File: src/rtl/dma_master_pkg.sv
// Shared definitions for the single-channel word-copy DMA engine.
// Optional build macro: DMA_FIXED_ADDR_EN (CTRL FIXSRC/FIXDST bits).
`ifndef DMA_MASTER_PKG_SV
`define DMA_MASTER_PKG_SV

`ifndef READ
`define READ    1'b1
`endif
`ifndef WRITE
`define WRITE   1'b0
`endif
`ifndef ENABLE_
`define ENABLE_  1'b0
`endif
`ifndef DISABLE_
`define DISABLE_ 1'b1
`endif

package dma_master_pkg;
  localparam int WORD_ADDR_W = 30;
  localparam int DATA_W      = 32;

  localparam logic [1:0] DMA_CTRL  = 2'd0;
  localparam logic [1:0] DMA_SRC   = 2'd1;
  localparam logic [1:0] DMA_DST   = 2'd2;
  localparam logic [1:0] DMA_COUNT = 2'd3;

  localparam int CTRL_START  = 0;
  localparam int CTRL_IE     = 1;
  localparam int CTRL_DONE   = 2;
  localparam int CTRL_FIXSRC = 3;
  localparam int CTRL_FIXDST = 4;

  typedef enum logic [2:0] {
    ST_IDLE = 3'd0,
    ST_REQ  = 3'd1,
    ST_RD   = 3'd2,
    ST_WR   = 3'd3,
    ST_NEXT = 3'd4
  } dma_state_e;
endpackage

`endif

File: src/rtl/dma_ctrl_regs.sv
// DMA configuration slave: CTRL/SRC/DST/COUNT, one-cycle access handshake,
// DONE/abort bookkeeping and the level interrupt.
// Optional build macro: DMA_FIXED_ADDR_EN adds CTRL FIXSRC/FIXDST.
module dma_ctrl_regs
  import dma_master_pkg::*;
#(
  parameter int CNT_W = 16
) (
  input  logic                   i_clk,
  input  logic                   i_rst,
  input  logic                   i_cs_,
  input  logic                   i_as_,
  input  logic                   i_rw,
  input  logic [1:0]             i_addr,
  input  logic [DATA_W-1:0]      i_wr_data,
  output logic [DATA_W-1:0]      o_rd_data,
  output logic                   o_rdy_,
  input  logic                   i_step,
  input  logic                   i_fin,
  output logic                   o_busy,
  output logic                   o_abort,
  output logic [WORD_ADDR_W-1:0] o_src,
  output logic [WORD_ADDR_W-1:0] o_dst,
  output logic [CNT_W-1:0]       o_count,
  output logic                   o_irq
);
  logic                   r_ack, r_busy, r_ie, r_done, r_abort;
  logic [WORD_ADDR_W-1:0] r_src, r_dst;
  logic [CNT_W-1:0]       r_count;
  logic [DATA_W-1:0]      r_rd_data, w_rdata, w_ctrl;
  logic                   w_acc, w_wr, w_ctrl_wr, w_cfg_wr, w_fixsrc, w_fixdst;
  logic                   w_unused;

  // An access is taken once per strobe; the ack cycle itself cannot start another.
  assign w_acc     = ~i_cs_ & ~i_as_ & ~r_ack;
  assign w_wr      = w_acc & (i_rw == `WRITE);
  assign w_ctrl_wr = w_wr & (i_addr == DMA_CTRL);
  assign w_cfg_wr  = w_wr & ~r_busy;
  assign w_unused  = &{1'b0, i_wr_data[DATA_W-1:WORD_ADDR_W]};

`ifdef DMA_FIXED_ADDR_EN
  logic r_fixsrc, r_fixdst;
  // Fixed-address mode bits only change while idle so a running copy is stable.
  always_ff @(posedge i_clk or posedge i_rst) begin
    if (i_rst) begin
      r_fixsrc <= 1'b0;
      r_fixdst <= 1'b0;
    end else if (w_ctrl_wr && !r_busy) begin
      r_fixsrc <= i_wr_data[CTRL_FIXSRC];
      r_fixdst <= i_wr_data[CTRL_FIXDST];
    end
  end
  assign w_fixsrc = r_fixsrc;
  assign w_fixdst = r_fixdst;
`else
  assign w_fixsrc = 1'b0;
  assign w_fixdst = 1'b0;
`endif

  // Read mux over the live register values.
  always_comb begin
    w_ctrl              = '0;
    w_ctrl[CTRL_START]  = r_busy;
    w_ctrl[CTRL_IE]     = r_ie;
    w_ctrl[CTRL_DONE]   = r_done;
    w_ctrl[CTRL_FIXSRC] = w_fixsrc;
    w_ctrl[CTRL_FIXDST] = w_fixdst;
    w_rdata             = '0;
    case (i_addr)
      DMA_CTRL:  w_rdata = w_ctrl;
      DMA_SRC:   w_rdata[WORD_ADDR_W-1:0] = r_src;
      DMA_DST:   w_rdata[WORD_ADDR_W-1:0] = r_dst;
      DMA_COUNT: w_rdata[CNT_W-1:0] = r_count;
      default:   w_rdata = '0;
    endcase
  end

  // Ready pulse and read data for exactly the cycle after the strobe.
  always_ff @(posedge i_clk or posedge i_rst) begin
    if (i_rst) begin
      r_ack     <= 1'b0;
      r_rd_data <= '0;
    end else begin
      r_ack     <= w_acc;
      r_rd_data <= (w_acc && i_rw == `READ) ? w_rdata : '0;
    end
  end

  // START/abort/IE/DONE; a completion beats a same-cycle DONE clear.
  always_ff @(posedge i_clk or posedge i_rst) begin
    if (i_rst) begin
      r_busy  <= 1'b0;
      r_abort <= 1'b0;
      r_ie    <= 1'b0;
      r_done  <= 1'b0;
    end else begin
      if (i_fin) begin
        r_busy  <= 1'b0;
        r_abort <= 1'b0;
      end else if (w_ctrl_wr) begin
        if (i_wr_data[CTRL_START] && !r_busy) begin
          r_busy  <= 1'b1;
          r_abort <= 1'b0;
        end else if (!i_wr_data[CTRL_START] && r_busy) begin
          r_abort <= 1'b1;
        end
      end
      if (w_ctrl_wr) r_ie <= i_wr_data[CTRL_IE];
      if (i_fin) r_done <= 1'b1;
      else if (w_ctrl_wr && i_wr_data[CTRL_DONE]) r_done <= 1'b0;
    end
  end

  // Address/count registers: engine steps them per word, CPU writes only while idle.
  always_ff @(posedge i_clk or posedge i_rst) begin
    if (i_rst) begin
      r_src   <= '0;
      r_dst   <= '0;
      r_count <= '0;
    end else if (i_step) begin
      if (!w_fixsrc) r_src <= r_src + 1'b1;
      if (!w_fixdst) r_dst <= r_dst + 1'b1;
      r_count <= r_count - 1'b1;
    end else if (w_cfg_wr) begin
      case (i_addr)
        DMA_SRC:   r_src   <= i_wr_data[WORD_ADDR_W-1:0];
        DMA_DST:   r_dst   <= i_wr_data[WORD_ADDR_W-1:0];
        DMA_COUNT: r_count <= i_wr_data[CNT_W-1:0];
        default:   ;
      endcase
    end
  end

  assign o_rd_data = r_rd_data;
  assign o_rdy_    = ~r_ack;
  assign o_busy    = r_busy;
  assign o_abort   = r_abort;
  assign o_src     = r_src;
  assign o_dst     = r_dst;
  assign o_count   = r_count;
  assign o_irq     = r_done & r_ie;
endmodule

File: src/rtl/dma_master.sv
// Single-channel word-copy DMA: bus master FSM (read word, write word,
// release bus) around the dma_ctrl_regs configuration slave.
// Optional build macro: DMA_FIXED_ADDR_EN (handled inside dma_ctrl_regs).
module dma_master
  import dma_master_pkg::*;
#(
  parameter int CNT_W = 16
) (
  input  logic                   clk,
  input  logic                   reset,
  input  logic                   cs_,
  input  logic                   as_,
  input  logic                   rw,
  input  logic [1:0]             addr,
  input  logic [DATA_W-1:0]      wr_data,
  output logic [DATA_W-1:0]      rd_data,
  output logic                   rdy_,
  output logic                   m_req_,
  input  logic                   m_grnt_,
  output logic [WORD_ADDR_W-1:0] m_addr,
  output logic                   m_as_,
  output logic                   m_rw,
  output logic [DATA_W-1:0]      m_wr_data,
  input  logic [DATA_W-1:0]      m_rd_data,
  input  logic                   m_rdy_,
  output logic                   irq
);
  dma_state_e             r_state, w_next;
  logic [DATA_W-1:0]      r_data;
  logic                   w_step, w_fin, w_busy, w_abort;
  logic [WORD_ADDR_W-1:0] w_src, w_dst;
  logic [CNT_W-1:0]       w_count;

  dma_ctrl_regs #(.CNT_W(CNT_W)) u_regs (
    .i_clk(clk), .i_rst(reset), .i_cs_(cs_), .i_as_(as_), .i_rw(rw),
    .i_addr(addr), .i_wr_data(wr_data), .o_rd_data(rd_data), .o_rdy_(rdy_),
    .i_step(w_step), .i_fin(w_fin), .o_busy(w_busy), .o_abort(w_abort),
    .o_src(w_src), .o_dst(w_dst), .o_count(w_count), .o_irq(irq)
  );

  // State register; reset drops straight to IDLE, releasing the bus.
  always_ff @(posedge clk or posedge reset) begin
    if (reset) r_state <= ST_IDLE;
    else       r_state <= w_next;
  end

  // Word buffer between the read and write halves of a copy.
  always_ff @(posedge clk or posedge reset) begin
    if (reset) r_data <= '0;
    else if (r_state == ST_RD && !m_rdy_) r_data <= m_rd_data;
  end

  // Next state and bus outputs; strobe holds until the slave's ready is seen.
  always_comb begin
    w_next    = r_state;
    w_step    = 1'b0;
    w_fin     = 1'b0;
    m_req_    = `DISABLE_;
    m_as_     = `DISABLE_;
    m_rw      = `READ;
    m_addr    = '0;
    m_wr_data = '0;
    case (r_state)
      ST_IDLE: begin
        if (w_busy) begin
          if (w_count == '0 || w_abort) w_fin = 1'b1;
          else                          w_next = ST_REQ;
        end
      end
      ST_REQ: begin
        m_req_ = `ENABLE_;
        if (w_abort) begin
          w_fin  = 1'b1;
          w_next = ST_IDLE;
        end else if (!m_grnt_) begin
          w_next = ST_RD;
        end
      end
      ST_RD: begin
        m_req_ = `ENABLE_;
        m_as_  = `ENABLE_;
        m_addr = w_src;
        if (!m_rdy_) w_next = ST_WR;
      end
      ST_WR: begin
        m_req_    = `ENABLE_;
        m_as_     = `ENABLE_;
        m_rw      = `WRITE;
        m_addr    = w_dst;
        m_wr_data = r_data;
        if (!m_rdy_) w_next = ST_NEXT;
      end
      ST_NEXT: begin
        w_step = 1'b1;
        if (w_count == CNT_W'(1) || w_abort) begin
          w_fin  = 1'b1;
          w_next = ST_IDLE;
        end else begin
          w_next = ST_REQ;
        end
      end
      default: w_next = ST_IDLE;
    endcase
  end
endmodule

File: config.mk
export PLATFORM = sky130hd
export DESIGN_NAME = dma_master
export DESIGN_NICKNAME = d
export VERILOG_FILES = /design/src/rtl/dma_master_pkg.sv /design/src/rtl/dma_ctrl_regs.sv /design/src/rtl/dma_master.sv
export SDC_FILE = /design/constraint.sdc
export NUM_CORES = 1
export LEC_CHECK = 0
export ABC_CLOCK_PERIOD_IN_PS = 5700
export CORE_ASPECT_RATIO = 0.9
export CORE_UTILIZATION = 25
export DETAILED_ROUTE_END_ITERATION = 8
export HOLD_SLACK_MARGIN = 0.12
export MAX_ROUTING_LAYER = met4
export PLACE_DENSITY_LB_ADDON = 0.12
export RECOVER_POWER = 100
export SYNTH_ARGS = -nofsm -noshare
export SYNTH_HDL_FRONTEND = slang
export SYNTH_HIERARCHICAL = 1
export SYNTH_SLANG_ARGS = --single-unit
File: constraint.sdc
create_clock -name clk -period 5.7 [get_ports clk]
set_input_delay 1.14 -clock clk [delete_from_list [all_inputs] [get_ports clk]]
set_output_delay 1.14 -clock clk [all_outputs]
set_load 0.01 [all_outputs]
; After elaboration in Yosys (flattened, before gate mapping)
; Index checks and enable logic that the tools add are counted.
; W data, S select, Z words.
[op_classes]
muxes = 40
n_eq_ne = 13
reduce_logical = 29
bitwise = 11
add_sub_neg = 3
[ops]
columns = operator, n
row1 = $mux W30, 7
row2 = $pmux W16 S4, 1
row3 = $add A30 B1 Y30 const B, 2
row4 = $pmux W30 S2, 1
row5 = $mux W16, 3
row6 = $mux W32, 1
row7 = $pmux W14 S2, 1
row8 = $mux W1, 18
row9 = $mux W3, 6
row10 = $eq A16 B1 Y1 const B, 1
row11 = $logic_not A16 Y1, 1
row12 = $sub A16 B1 Y16 const B, 1
row13 = $pmux W3 S5, 1
row14 = $reduce_bool A2 Y1, 7
row15 = $reduce_and A2 Y1, 5
row16 = $and A1 B1 Y1, 6
row17 = $eq A3 B2 Y1 const B, 2
row18 = $ne A2 B2 Y1 const B, 3
row19 = $logic_and A1 B1 Y1, 5
row20 = $not A1 Y1, 5
row21 = $reduce_and A5 Y1, 1
row22 = $eq A2 B2 Y1 const B, 2
row23 = $eq A3 B1 Y1 const B, 1
row24 = $eq A3 B3 Y1 const B, 1
row25 = other kinds (11), 14
[totals]
output_inout_bits = 99
regBits = 148
in_bits = 73

; Depth between registers and ports, before layout
[depth]
depth_word = 8
ltp_mapped = 11
mapped_depth_nobuf = 7

; By module
; Netlist, hierarchy kept.
[modules_own_cells]
columns = mod, area_each_um2, n_inst, cells_per_inst, seq_area_each_um2
row1 = dma_ctrl_regs, 6129.6, 1, 667, 2777.7
row2 = dma_master, 2184.6, 1, 216, 875.8

; Least setup slack after synthesis
; OpenSTA, ideal clock, no wires.
[synth_path]
kind = in2reg
from = input port addr[1]
to = register u_regs.r_src[2], in the netlist u_regs/o_src[2]
setup_ns = 0.123
setup_slack_ns = 2.825
n_path_buf = 1
cell_stages = 6
arrival_ns = 2.752
cell_sequence = inv_1 -> ha_1 -> nor4b_1 -> nand3_1 -> clkbuf_1 -> o221a_2
[synth_between]
elab_chain_cells = 3
[synth_lines]
columns = item, line
row1 = start: declaration, dma_master.sv:14  ; input logic [1:0] addr,
row2 = $eq A2 B1 Y1, dma_ctrl_regs.sv:125  ; case (i_addr)
row3 = $reduce_bool A2 Y1 (no source line), -
row4 = $reduce_and A2 Y1 (no source line), -
row5 = end signal: assignment, dma_ctrl_regs.sv:121  ; if (!w_fixsrc) r_src <= r_src + 1'b1;
row6 = end signal: assignment, dma_ctrl_regs.sv:126  ; DMA_SRC: r_src <= i_wr_data[WORD_ADDR_W-1:0];
row7 = end: declaration, dma_ctrl_regs.sv:28  ; logic [WORD_ADDR_W-1:0] r_src, r_dst;
; Every way passes these cells.
; A chain may end at the register's enable or synchronous reset.

; Worst setup path after layout
[layout_path]
from = input port addr[0]
to = register u_regs.r_src[2], in the netlist u_regs/o_src[2]
; The elaborated chain is that of the path after synthesis.

==> metrics.cfg <==
[outcome]
status=finished, violations left
violations=capacitance limit, slew limit

[worst_setup_path]
cp_max_fo=31
rrSetupSlack_ns=1.96
r2r-end=r_data[28]
crit_arrival_ns=5.05
worst-r2r-cell-count=4
r2r-start=r_state[0]
end_kind=register
worstPathRequired_ns=6.01
worstSetupPathType=in -> reg
worstSetupStartpointType=input port

[sta]
worstMarginPinSlew_ns=2.96
timing.fmax_mhz=211
whs_ns=0.485
setup_viol=0
layout_min_cycle_time_ns=4.73
relSlewSlack_pct=-98.7
rsz0062_at_grt=false
tns_ns=0
timing.final.crit_share_pct=83.0
clock_skew_ns=0.0119
finalMaxSlewViolations=159
hold_viol=0

[yosys]
async_reset_ff_share_pct=100
synth_ff_type=dfrtp_1
synth_seq_cells=146
netlist_area_um2=8310
synth.avg_cell_area_um2=9.42
yosysSeqAreaShare_pct=43.9
syn-instance-count=883
yosysWarnings=6
ys_types=64
synth-edff-count=0

[route]
post_drt_wl_per_cell_um=21.0
drc=0
first_iter_violations=665
dr.pass1.iters=5
vias_per_cell=5.24
via_count=7599
ant_nets=0
drt_wl_total_mm=30.5

[power]
p_total_mw=5.14
powerDensity_nw_per_um2=473
leakagePower_nw=4.62
ir_drop_uv=233

[layout]
final_util_pct=33.6
layout-drive-gt1-share_pct=9.39
nNetsFinal=1101
stdcell_area_um2=10900
areaGrowthSynthToFinish_pct=30.7
antenna_cells=0

[grt]
grt_max_degree=58
grt_use_total_pct=18.8
antenna_found_initial=0
grt_pass1_wl_mm=47.1
first_global_vias=7475
gr-total-overflow=0

[floorplanning]
fp.dieW_um=194
dieArea_um2=34000
start_util_pct=25.7
io_pins=172
die_h_um=175
core-area_um2=32300
rows=62

[clock_network]
clkTransAtPathRegs_ns=0.07
cts_tree=built
cts-root-buf=clkbuf_16
htreeDepth=4
cts_buffers=17
numClockSinks=146
cts_hold_buf=0
cts_resized=0
clock_latency_ns=0.43
cts_setup_buffers=0
clockBufferDepth=2

[place]
hpwl_mm=21.0
gp_congestion=0.811
place_area_um2=10300
port_buffers=167

[job]
drv_cap=4

[worst_hold_path]
hold_path_class=reg -> reg
min_delay_path_depth=1
hold-path-endpoint=r_data[4]
hp-start=r_data[4]

cell usage after synthesis, drive strengths merged (2+ instances only):
cell / count / area, um2
o21ai: 23 / 115
nand3: 34 / 170
and3: 56 / 352
a2bb2oi: 2 / 17.5
or4: 2 / 22.5
clkbuf: 50 / 218
xor2: 7 / 61.3
a22oi: 16 / 120
nand2b: 2 / 12.5
and2: 2 / 12.5
nor4: 12 / 75.1
dfrtp: 146 / 3650
nor2: 123 / 462
and4: 14 / 123
o21ba: 2 / 20.0
o221ai: 4 / 35.0
nand4: 20 / 125
o32ai: 2 / 17.5
o21a: 2 / 15.0
nor3: 21 / 116
or3: 6 / 45.0
a21o: 2 / 15.0
ha: 8 / 100
a211oi: 23 / 173
xnor2: 12 / 105
inv: 25 / 93.8
mux2i: 33 / 330
a221o: 6 / 60.1
o31a: 2 / 17.5
a221oi: 4 / 35.0
o211ai: 3 / 22.5
or2: 2 / 12.5
buf: 14 / 93.8
a31oi: 2 / 12.5
a21oi: 62 / 314
o22ai: 9 / 56.3
a311oi: 10 / 87.6
a222oi: 16 / 160
mux2: 42 / 473
nor4b: 3 / 41.3
o221a: 8 / 90.1
nand2: 42 / 158
worst max-delay path: stages:
cell,delay (ns)
dlygate4sd3_1,0.61
ha_1,0.17
clkbuf_1,1.26
nor4b_1,0.35
buf_4,0.28
nand3_1,0.65
o221a_2,0.56
sequential cells by signal (all words and copies together) (netlist names):
register and cells:
r_data 32, r_state 3, u_regs/o_abort 1, u_regs/o_busy 1, u_regs/o_count 16, u_regs/o_dst 30, u_regs/o_rd_data 30, u_regs/o_src 30
u_regs/r_ack 1, u_regs/r_done 1, u_regs/r_ie 1
metal layers:
metal  global-route usage [%]  vias up  share of wire, %
li1                         -     3568                 -
met1                     27.0     3796                50
met2                     27.4      219                44
met3                     2.62       16               4.2
met4                     4.56        0              0.99
met5                        -        -                 0
metrics by stage:
step,cells,worst slack (ns)
global placement,1417,1.32
finish,1449,0.967
detailed placement,1417,1.27
global route,1449,0.754
CTS,1449,1.66
floorplan,884,1.63
cell families after synthesis:
group | Yosys count | synth area share (%)
other | 1 | 0.0451
and+or+nand+nor | 342 | 21.0
adders and majority gates | 8 | 1.20
buffers and inverters | 89 | 4.88
AOI/OAI and AO/OA | 203 | 17.2
muxes | 75 | 9.66
xor gates and xnor gates | 19 | 2.00
DFF | 146 | 43.9
cell type report:
cell class / instances / area [um2]
clock buffer: 19 / 443
fill: 3354 / 21500
inverter: 25 / 95.1
clock inverter: 13 / 161
timing repair buffer: 181 / 1760
sequential: 146 / 3650
tap: 416 / 520
multi-input combinational: 649 / 4230
cells in the final DEF (no fill, tap or decap), types with 16 or more instances in the layout:
master / Yosys / layout
a22oi_1: 16 / 16
nand3_1: 34 / 34
a222oi_1: 16 / 16
mux2i_1: 33 / 33
inv_1: 24 / 24
a21oi_1: 61 / 61
dlygate4sd3_1: 0 / 99
nor3_1: 20 / 20
clkbuf_16: 0 / 17
nand4_1: 20 / 20
and3_1: 55 / 55
dfrtp_1: 146 / 146
clkdlybuf4s50_1: 0 / 68
nor2_1: 123 / 123
nand2_1: 42 / 42
o21ai_0: 23 / 23
mux2_2: 35 / 35
a211oi_1: 23 / 23
how the worst max path moves through the flow:
| stage | startpoint | to | slack [ns] | depth (start not counted) |
|---|---|---|---|---|
| global route | addr[0] | u_regs/o_src[28] | 0.75 | 9 |
| floorplan | reset | u_regs/o_abort | 1.63 | 1 |
| detailed placement | addr[0] | u_regs/o_dst[3] | 1.27 | 9 |
| global placement | addr[0] | u_regs/o_dst[3] | 1.32 | 9 |
| CTS | r_state[0] | m_addr[27] | 1.66 | 4 |
| finish | addr[0] | u_regs/o_src[2] | 0.97 | 7 |
report_power, final:
part	internal [mW]	switching (mW)
Sequential	1.43	0.632
Combinational	0.950	0.934
Clock	0.700	0.494
Total	3.08	2.06
(Power assumes the default switching activity.)
